File: config.mk
export PLATFORM = sky130hd
export DESIGN_NAME = mfp_ahb_master_flat
export DESIGN_NICKNAME = d
export VERILOG_FILES = /design/src/rtl/mfp_ahb_master_pkg.sv /design/src/rtl/mfp_ahb_master_if.sv /design/src/rtl/mfp_ahb_master.sv /design/src/flat_wrapper.sv
export SDC_FILE = /design/constraint.sdc
export NUM_CORES = 1
export LEC_CHECK = 0
export ABC_AREA = 1
export ABC_CLOCK_PERIOD_IN_PS = 6200
export CAP_MARGIN = 20
export CORE_MARGIN = 1
export CORE_UTILIZATION = 47
export CTS_CLUSTER_SIZE = 8
export DETAILED_ROUTE_END_ITERATION = 12
export GPL_TIMING_DRIVEN = 0
export PLACE_DENSITY = 0.86
export SYNTH_ARGS = -nofsm -noshare
export SYNTH_HDL_FRONTEND = slang
export SYNTH_SLANG_ARGS = --single-unit
export TNS_END_PERCENT = 5
File: constraint.sdc
create_clock -name HCLK -period 6.2 [get_ports HCLK]
set_input_delay 0.62 -clock HCLK [delete_from_list [all_inputs] [get_ports HCLK]]
set_output_delay 0.62 -clock HCLK [all_outputs]
set_load 0.01 [all_outputs]
File: src/rtl/mfp_ahb_master_pkg.sv
// Shared AHB-lite encodings and the address-phase record for the command-driven bus initiator.
package mfp_ahb_master_pkg;

  localparam logic [1:0] HTRANS_IDLE   = 2'b00;
  localparam logic [1:0] HTRANS_NONSEQ = 2'b10;

  localparam logic [2:0] HBURST_SINGLE = 3'b000;

  localparam logic [2:0] HSIZE_BYTE = 3'b000;
  localparam logic [2:0] HSIZE_HALF = 3'b001;
  localparam logic [2:0] HSIZE_WORD = 3'b010;

  localparam logic HRESP_OKAY  = 1'b0;
  localparam logic HRESP_ERROR = 1'b1;

  typedef struct packed {
    logic [31:0] addr;
    logic        write;
    logic [2:0]  size;
    logic [31:0] wdata;
  } ap_entry_t;

  // True when the address is naturally aligned for a legal transfer size.
  function automatic logic size_aligned(input logic [31:0] addr, input logic [2:0] size);
    case (size)
      HSIZE_BYTE: return 1'b1;
      HSIZE_HALF: return addr[0] == 1'b0;
      HSIZE_WORD: return addr[1:0] == 2'b00;
      default:    return 1'b0;
    endcase
  endfunction

endpackage

File: src/rtl/mfp_ahb_master_if.sv
// Command/response handshake plus AHB-lite master signals for mfp_ahb_master.
interface mfp_ahb_master_if;

  logic        cmd_valid;
  logic        cmd_ready;
  logic        cmd_write;
  logic [31:0] cmd_addr;
  logic [2:0]  cmd_size;
  logic [31:0] cmd_wdata;
  logic        rsp_valid;
  logic [31:0] rsp_rdata;
  logic        rsp_err;

  logic [31:0] HADDR;
  logic [2:0]  HBURST;
  logic        HMASTLOCK;
  logic [3:0]  HPROT;
  logic [2:0]  HSIZE;
  logic [1:0]  HTRANS;
  logic [31:0] HWDATA;
  logic        HWRITE;
  logic [31:0] HRDATA;
  logic        HREADY;
  logic        HRESP;

  modport master (
    input  cmd_valid, cmd_write, cmd_addr, cmd_size, cmd_wdata,
    output cmd_ready, rsp_valid, rsp_rdata, rsp_err,
    output HADDR, HBURST, HMASTLOCK, HPROT, HSIZE, HTRANS, HWDATA, HWRITE,
    input  HRDATA, HREADY, HRESP
  );

  modport slave (
    output cmd_valid, cmd_write, cmd_addr, cmd_size, cmd_wdata,
    input  cmd_ready, rsp_valid, rsp_rdata, rsp_err,
    input  HADDR, HBURST, HMASTLOCK, HPROT, HSIZE, HTRANS, HWDATA, HWRITE,
    output HRDATA, HREADY, HRESP
  );

endinterface

File: src/rtl/mfp_ahb_master.sv
// AHB-lite initiator: valid/ready commands become single NONSEQ transfers with an
// address-phase / data-phase register pair, wait-state hold and two-cycle ERROR handling.
module mfp_ahb_master
  import mfp_ahb_master_pkg::*;
#(
  parameter logic [3:0] HPROT_VAL = 4'b0011
) (
  input  logic             HCLK,
  input  logic             HRESET,
  mfp_ahb_master_if.master bus
);

  ap_entry_t   ap;
  logic        ap_valid;
  logic        ap_cancel;
  logic        dp_valid;
  logic        dp_write;
  logic [31:0] dp_wdata;
  logic        dp_cancel;
  logic        cancel_pend;
  logic        accept;
  logic        first_err;

  assign bus.cmd_ready = !HRESET && !cancel_pend && (!ap_valid || bus.HREADY);
  assign accept        = bus.cmd_valid && bus.cmd_ready;
  // First cycle of the two-cycle ERROR response: slave flags error while still stalling.
  assign first_err     = dp_valid && (bus.HRESP == HRESP_ERROR) && !bus.HREADY;

  // NOTE: state registers use non-blocking assignments so every flop samples the
  // pre-edge values of its neighbours, independent of block ordering.
  always_ff @(posedge HCLK or posedge HRESET) begin
    if (HRESET) begin
      ap_valid  <= 1'b0;
      ap_cancel <= 1'b0;
      ap        <= '{addr: '0, write: 1'b0, size: HSIZE_WORD, wdata: '0};
    end else if (first_err) begin
      // Follow-on transfer is withdrawn from the bus but still owes a response.
      ap_valid  <= 1'b0;
      ap_cancel <= ap_valid || accept;
    end else begin
      if (accept) begin
        ap_valid <= 1'b1;
        ap       <= '{addr: bus.cmd_addr, write: bus.cmd_write,
                      size: bus.cmd_size, wdata: bus.cmd_wdata};
      end else if (bus.HREADY) begin
        ap_valid <= 1'b0;
      end
      if (bus.HREADY) ap_cancel <= 1'b0;
    end
  end

  always_ff @(posedge HCLK or posedge HRESET) begin
    if (HRESET) begin
      dp_valid  <= 1'b0;
      dp_write  <= 1'b0;
      dp_wdata  <= '0;
      dp_cancel <= 1'b0;
    end else begin
      // A cancelled entry lives in the data slot for exactly one cycle.
      dp_cancel <= bus.HREADY && ap_cancel;
      if (bus.HREADY) begin
        dp_valid <= ap_valid;
        dp_write <= ap.write;
        dp_wdata <= ap.wdata;
      end
    end
  end

  always_ff @(posedge HCLK or posedge HRESET) begin
    if (HRESET) begin
      cancel_pend <= 1'b0;
    end else if (first_err) begin
      cancel_pend <= 1'b1;
    end else if (dp_cancel || (bus.HREADY && !ap_cancel)) begin
      cancel_pend <= 1'b0;
    end
  end

  always_ff @(posedge HCLK or posedge HRESET) begin
    if (HRESET) begin
      bus.rsp_valid <= 1'b0;
      bus.rsp_err   <= 1'b0;
      bus.rsp_rdata <= '0;
    end else begin
      bus.rsp_valid <= 1'b0;
      if (dp_cancel) begin
        bus.rsp_valid <= 1'b1;
        bus.rsp_err   <= 1'b1;
        bus.rsp_rdata <= '0;
      end else if (bus.HREADY && dp_valid) begin
        bus.rsp_valid <= 1'b1;
        bus.rsp_err   <= bus.HRESP;
        bus.rsp_rdata <= (!dp_write && bus.HRESP == HRESP_OKAY) ? bus.HRDATA : '0;
      end
    end
  end

  assign bus.HTRANS    = ap_valid ? HTRANS_NONSEQ : HTRANS_IDLE;
  assign bus.HADDR     = ap.addr;
  assign bus.HWRITE    = ap.write;
  assign bus.HSIZE     = ap.size;
  assign bus.HWDATA    = dp_wdata;
  assign bus.HBURST    = HBURST_SINGLE;
  assign bus.HMASTLOCK = 1'b0;
  assign bus.HPROT     = HPROT_VAL;

endmodule
File: src/flat_wrapper.sv
// flat-port wrapper written by rule: the top's interface ports become plain ports
module mfp_ahb_master_flat import mfp_ahb_master_pkg::*;
#(
  parameter logic [3:0] HPROT_VAL = 4'b0011
)
  (HCLK, HRESET, bus_cmd_valid, bus_cmd_write, bus_cmd_addr, bus_cmd_size, bus_cmd_wdata, bus_cmd_ready, bus_rsp_valid, bus_rsp_rdata, bus_rsp_err, bus_HADDR, bus_HBURST, bus_HMASTLOCK, bus_HPROT, bus_HSIZE, bus_HTRANS, bus_HWDATA, bus_HWRITE, bus_HRDATA, bus_HREADY, bus_HRESP);
  mfp_ahb_master_if bus_i ();
  input  logic HCLK;
  input  logic HRESET;
  input wire logic [$bits(bus_i.cmd_valid)-1:0] bus_cmd_valid;
  input wire logic [$bits(bus_i.cmd_write)-1:0] bus_cmd_write;
  input wire logic [$bits(bus_i.cmd_addr)-1:0] bus_cmd_addr;
  input wire logic [$bits(bus_i.cmd_size)-1:0] bus_cmd_size;
  input wire logic [$bits(bus_i.cmd_wdata)-1:0] bus_cmd_wdata;
  output wire logic [$bits(bus_i.cmd_ready)-1:0] bus_cmd_ready;
  output wire logic [$bits(bus_i.rsp_valid)-1:0] bus_rsp_valid;
  output wire logic [$bits(bus_i.rsp_rdata)-1:0] bus_rsp_rdata;
  output wire logic [$bits(bus_i.rsp_err)-1:0] bus_rsp_err;
  output wire logic [$bits(bus_i.HADDR)-1:0] bus_HADDR;
  output wire logic [$bits(bus_i.HBURST)-1:0] bus_HBURST;
  output wire logic [$bits(bus_i.HMASTLOCK)-1:0] bus_HMASTLOCK;
  output wire logic [$bits(bus_i.HPROT)-1:0] bus_HPROT;
  output wire logic [$bits(bus_i.HSIZE)-1:0] bus_HSIZE;
  output wire logic [$bits(bus_i.HTRANS)-1:0] bus_HTRANS;
  output wire logic [$bits(bus_i.HWDATA)-1:0] bus_HWDATA;
  output wire logic [$bits(bus_i.HWRITE)-1:0] bus_HWRITE;
  input wire logic [$bits(bus_i.HRDATA)-1:0] bus_HRDATA;
  input wire logic [$bits(bus_i.HREADY)-1:0] bus_HREADY;
  input wire logic [$bits(bus_i.HRESP)-1:0] bus_HRESP;
  assign bus_i.cmd_valid = bus_cmd_valid;
  assign bus_i.cmd_write = bus_cmd_write;
  assign bus_i.cmd_addr = bus_cmd_addr;
  assign bus_i.cmd_size = bus_cmd_size;
  assign bus_i.cmd_wdata = bus_cmd_wdata;
  assign bus_cmd_ready = bus_i.cmd_ready;
  assign bus_rsp_valid = bus_i.rsp_valid;
  assign bus_rsp_rdata = bus_i.rsp_rdata;
  assign bus_rsp_err = bus_i.rsp_err;
  assign bus_HADDR = bus_i.HADDR;
  assign bus_HBURST = bus_i.HBURST;
  assign bus_HMASTLOCK = bus_i.HMASTLOCK;
  assign bus_HPROT = bus_i.HPROT;
  assign bus_HSIZE = bus_i.HSIZE;
  assign bus_HTRANS = bus_i.HTRANS;
  assign bus_HWDATA = bus_i.HWDATA;
  assign bus_HWRITE = bus_i.HWRITE;
  assign bus_i.HRDATA = bus_HRDATA;
  assign bus_i.HREADY = bus_HREADY;
  assign bus_i.HRESP = bus_HRESP;
  mfp_ahb_master #(.HPROT_VAL(HPROT_VAL)) u_core (.HCLK(HCLK), .HRESET(HRESET), .bus(bus_i));
endmodule
Word level (Yosys, flattened, before mapping)
Index checks and enable logic that the tools add are counted.
W data, S select, Z words.
{"block": "totals", "register_bits": 140, "in_bits": 105, "output_inout_bits": 113}
{"block": "classes", "muxes": 14, "bitwise_logic": 2, "n_reduce_logical": 23}
{"operator": "$mux W32", "n": 3}
{"operator": "$mux W1", "n": 10}
{"operator": "$logic_and A1 B1 Y1", "n": 9}
{"operator": "$logic_not A1 Y1", "n": 6}
{"operator": "$reduce_bool A2 Y1", "n": 3}
{"operator": "$logic_or A1 B1 Y1", "n": 3}
{"operator": "$reduce_bool A3 Y1", "n": 1}
{"operator": "$mux W2", "n": 1}
{"operator": "$not A1 Y1", "n": 2}
{"operator": "$reduce_and A2 Y1", "n": 1}

Depth between registers and ports, before layout
{"block": "depth", "depth_word": 6, "ltp_mapped": 9}

Least setup slack after synthesis
No wires, ideal clock.
{"block": "synth_path", "kind": "in2out", "from": "input port bus_HREADY", "to": "output port bus_cmd_ready", "arrival_ns": 1.066, "t_required_ns": 5.580, "slack_ns": 4.514, "path_stages": 5, "n_path_buf": 1, "cell_sequence": "buf_4 > inv_2 > nand2_4 > nand2_2 > inv_1"}
{"block": "synth_between", "elab_chain_len": 2}
{"item": "start, declared", "line": "flat_wrapper.sv:28", "source": "input wire logic [$bits(bus_i.HREADY)-1:0] bus_HREADY;"}
{"item": "$logic_or A1 B1 Y1", "line": "mfp_ahb_master.sv:24", "source": "assign bus.cmd_ready = !HRESET && !cancel_pend && (!ap_valid || bus.HREADY);"}
{"item": "$logic_and A1 B1 Y1", "line": "mfp_ahb_master.sv:24"}
{"item": "end, declared", "line": "flat_wrapper.sv:15", "source": "output wire logic [$bits(bus_i.cmd_ready)-1:0] bus_cmd_ready;"}
Every way passes these cells.

Final worst setup path
{"block": "layout_path", "from": "input port HRESET", "to": "output port bus_cmd_ready"}
{"block": "layout_between", "elab_chain_len": 3}
{"item": "start, declared", "line": "flat_wrapper.sv:9", "source": "input logic HRESET;"}
{"item": "$logic_not A1 Y1 (no line)"}
{"item": "$logic_and A1 B1 Y1 (2 in a row)", "line": "mfp_ahb_master.sv:24"}
Every way passes these cells.

==> results_dict.tcl <==
set metrics [dict create \
    die_area_um2 12900 \
    finalHoldViolCount 0 \
    hp-class "register to register" \
    htreeDepth 4 \
    grt.overflow.total 0 \
    setup_ws_ns 3.46 \
    io_buffer_count 207 \
    netlist_area_um2 5860 \
    r2r_end "u_core.bus.HADDR[30]" \
    areaGrowthSynthToFinish_pct 49.4 \
    die_w_um 114 \
    drt-total-wl_um 15100 \
    cts-root-buf "clkbuf_16" \
    r2r-start "u_core.cancel_pend" \
    start_util_pct 48.6 \
    cts-resized-gates 0 \
    crit_slowest_cell "clkdlybuf4s50_1" \
    tightestPinTransition_ns 0.606 \
    first_iter_violations 340 \
    p_per_area_nw_per_um2 349 \
    arrival_ns 2.12 \
    yosysWarningCount 0 \
    drt-vias-per-instance 4.73 \
    core_area_um2 12100 \
    hold_buffers 0 \
    place_ws_ns 3.47 \
    hold_path_depth 2 \
    hold_end "u_core.bus.HWDATA[18]" \
    ys_seq_elements 140 \
    crit_fanout 3 \
    numCtsBuffers 17 \
    grt_pass1_vias 4945 \
    maxSlewViolCount 0 \
    std_cell_rows 40 \
    fmax_mhz 365 \
    synth_area_leader_cell "dfrtp_1" \
    clkSinkCount 140 \
    whs_ns 0.467 \
    firstDrtPassIters 8 \
    required_ns 5.58 \
    yosysMostFrequentCell "nand2_1" \
    status "completed" \
    setup_viol 0 \
    wl_per_cell_um 14.1 \
    gp_congestion 0.788 \
    regArea_um2 3500 \
    crit_chain "clkdlybuf4s50_1 > nor2_1 > nand2_2 > inv_1 > clkdlybuf4s50_1" \
    leakagePower_uw 0.00447 \
    cts_buffer_depth 2 \
    cts_tree "yes" \
    post_cts_buffers 0 \
    end_kind "primary output" \
    synthFlopType "dfrtp_1" \
    antennaDiodeCount 0 \
    multi_input_area_um2 1800 \
    vias 5068 \
    fin_crit_sh_pct 44.2 \
    vdd_drop_max_mv 0.200 \
    drc 0 \
    n_fill_cell 915 \
    min_from "u_core.ap[18]" \
    skew_ns 0.00645 \
    synth_enable_flop_cells 0 \
    ant_nets 0 \
    clkTransAtPathRegs_ns 0.06 \
    relSlewSlack_pct 59.6 \
    dp.cells 1041 \
    cpMostUsedCell "clkdlybuf4s50_1" \
    grt_pass1_wl_um 24500 \
    rsz0062_at_grt "no" \
    dp_hpwl_um 10600 \
    cpPeakStageDelay_ns 0.55 \
    synthDistinctLibCells 21 \
    fin_cells 1072 \
    ys_top_cells_by_count "nand2_1, dfrtp_1, nand3_1" \
    die_h_um 114 \
    synthCells 658 \
    r2r_cells 6 \
    pin_count 218 \
    syn_avg_cell_area_um2 8.90 \
    grt_usage_pct 24.9 \
    fin_crit_ns 2.74 \
    grt_max_degree 75 \
    async_flop_share_pct 100 \
    critPathLaunchType "input pin" \
    reg2reg_slack_ns 4.71 \
    crit_start "HRESET" \
    synth_seq_area_share_pct 59.8 \
    clock_latency_ns 0.41 \
    fin_nets 997 \
    antenna_found_initial 0 \
    synth.area.top_cells "dfrtp_1, nand2_1, nand3_1, buf_4, buf_2" \
    drv_cap 0 \
    critPathKind "input pin to primary output" \
    drive_gt1_share_pct 11.8 \
    power_uw 3050 \
    yosysTopAreaCellShare_pct 59.4 \
]
==> worst max path at each step <==
stage                                 end  slack, ns
CTS                         bus_cmd_ready       3.45
global route                bus_cmd_ready       3.33
finish                      bus_cmd_ready       3.46
global placement    u_core.bus.HWDATA[15]      -0.15
floorplan                    u_core.ap[0]       1.83
detailed placement          bus_cmd_ready       3.47
==> state kept, by name, summed over array words and instances (netlist names) <==
register and flops:
u_core.dp_write 1, u_core.ap_cancel 1, u_core.cancel_pend 1, u_core.bus.HSIZE 3, u_core.ap 32, u_core.ap_valid 1
u_core.dp_valid 1, u_core.bus.HWRITE 1, u_core.bus.rsp_err 1, u_core.bus.rsp_valid 1, u_core.bus.HADDR 32, u_core.bus.rsp_rdata 32
u_core.dp_cancel 1, u_core.bus.HWDATA 32
==> power by group <==
| group | internal [µW] | switching [µW] | total [µW] |
|---|---|---|---|
| Sequential | 1120 | 114 | 1240 |
| Combinational | 490 | 370 | 860 |
| Clock | 589 | 365 | 954 |
| Total | 2200 | 849 | 3050 |
==> cell families (layout without fill, tap and decap cells) <==
family / after synthesis / in the layout / share of synthesized area, %
and+or+nand+nor: 418 / 418 / 29.6
DFF: 140 / 140 / 59.8
buffers and inverters: 93 / 332 / 9.99
AOI/OAI and AO/OA: 5 / 5 / 0.427
other: 2 / 9 / 0.128
==> final cells by class <==
| type | instances | area share (%) |
|---|---|---|
| Multi-Input combinational cell | 432 | 20.5 |
| Tap cell | 168 | 2.40 |
| Sequential cell | 140 | 40.0 |
| Timing Repair Buffer | 208 | 24.0 |
| Clock buffer | 24 | 5.62 |
| Buffer | 83 | 6.26 |
| Inverter | 10 | 0.486 |
| Clock inverter | 7 | 0.729 |
==> critical path: cells and delay by family <==
kind,cells,cell delay [ns]
buf+inv,3,1.10
simple gates,2,0.39
==> layer usage <==
metal  global-route usage [%]  share of wire [%]  up-vias
li1                         -                  -     2486
met4                     11.8                2.6        0
met1                     31.1                 41     2371
met2                     40.3                 49      181
met5                        0                  0        -
met3                     6.85                6.9       30
==> per-stage QoR <==
step / utilization [%] / setup TNS [ns] / cell area (µm²)
3_3_place_gp: 67.7 / -20.69 / 8170
3_5_place_dp: 68.0 / 0 / 8200
5_1_grt: 72.6 / 0 / 8760
6_report: 72.6 / 0 / 8760
2_1_floorplan: - / 0 / 5890
4_1_cts: 72.6 / 0 / 8760
==> cells in the final DEF (no fill, tap or decap), types with 3 or more instances in the layout <==
| cell | instances |
|---|---|
| nand2_1 | 308 |
| clkdlybuf4s50_1 | 207 |
| dfrtp_1 | 139 |
| nand3_1 | 102 |
| buf_4 | 47 |
| buf_2 | 18 |
| clkbuf_16 | 17 |
| clkbuf_1 | 15 |
| conb_1 | 9 |
| inv_1 | 7 |
| buf_6 | 5 |
| clkinv_2 | 5 |
| o21ai_0 | 4 |
| clkbuf_8 | 4 |
| nor2_1 | 3 |
Power figures use the tool's default switching activity.
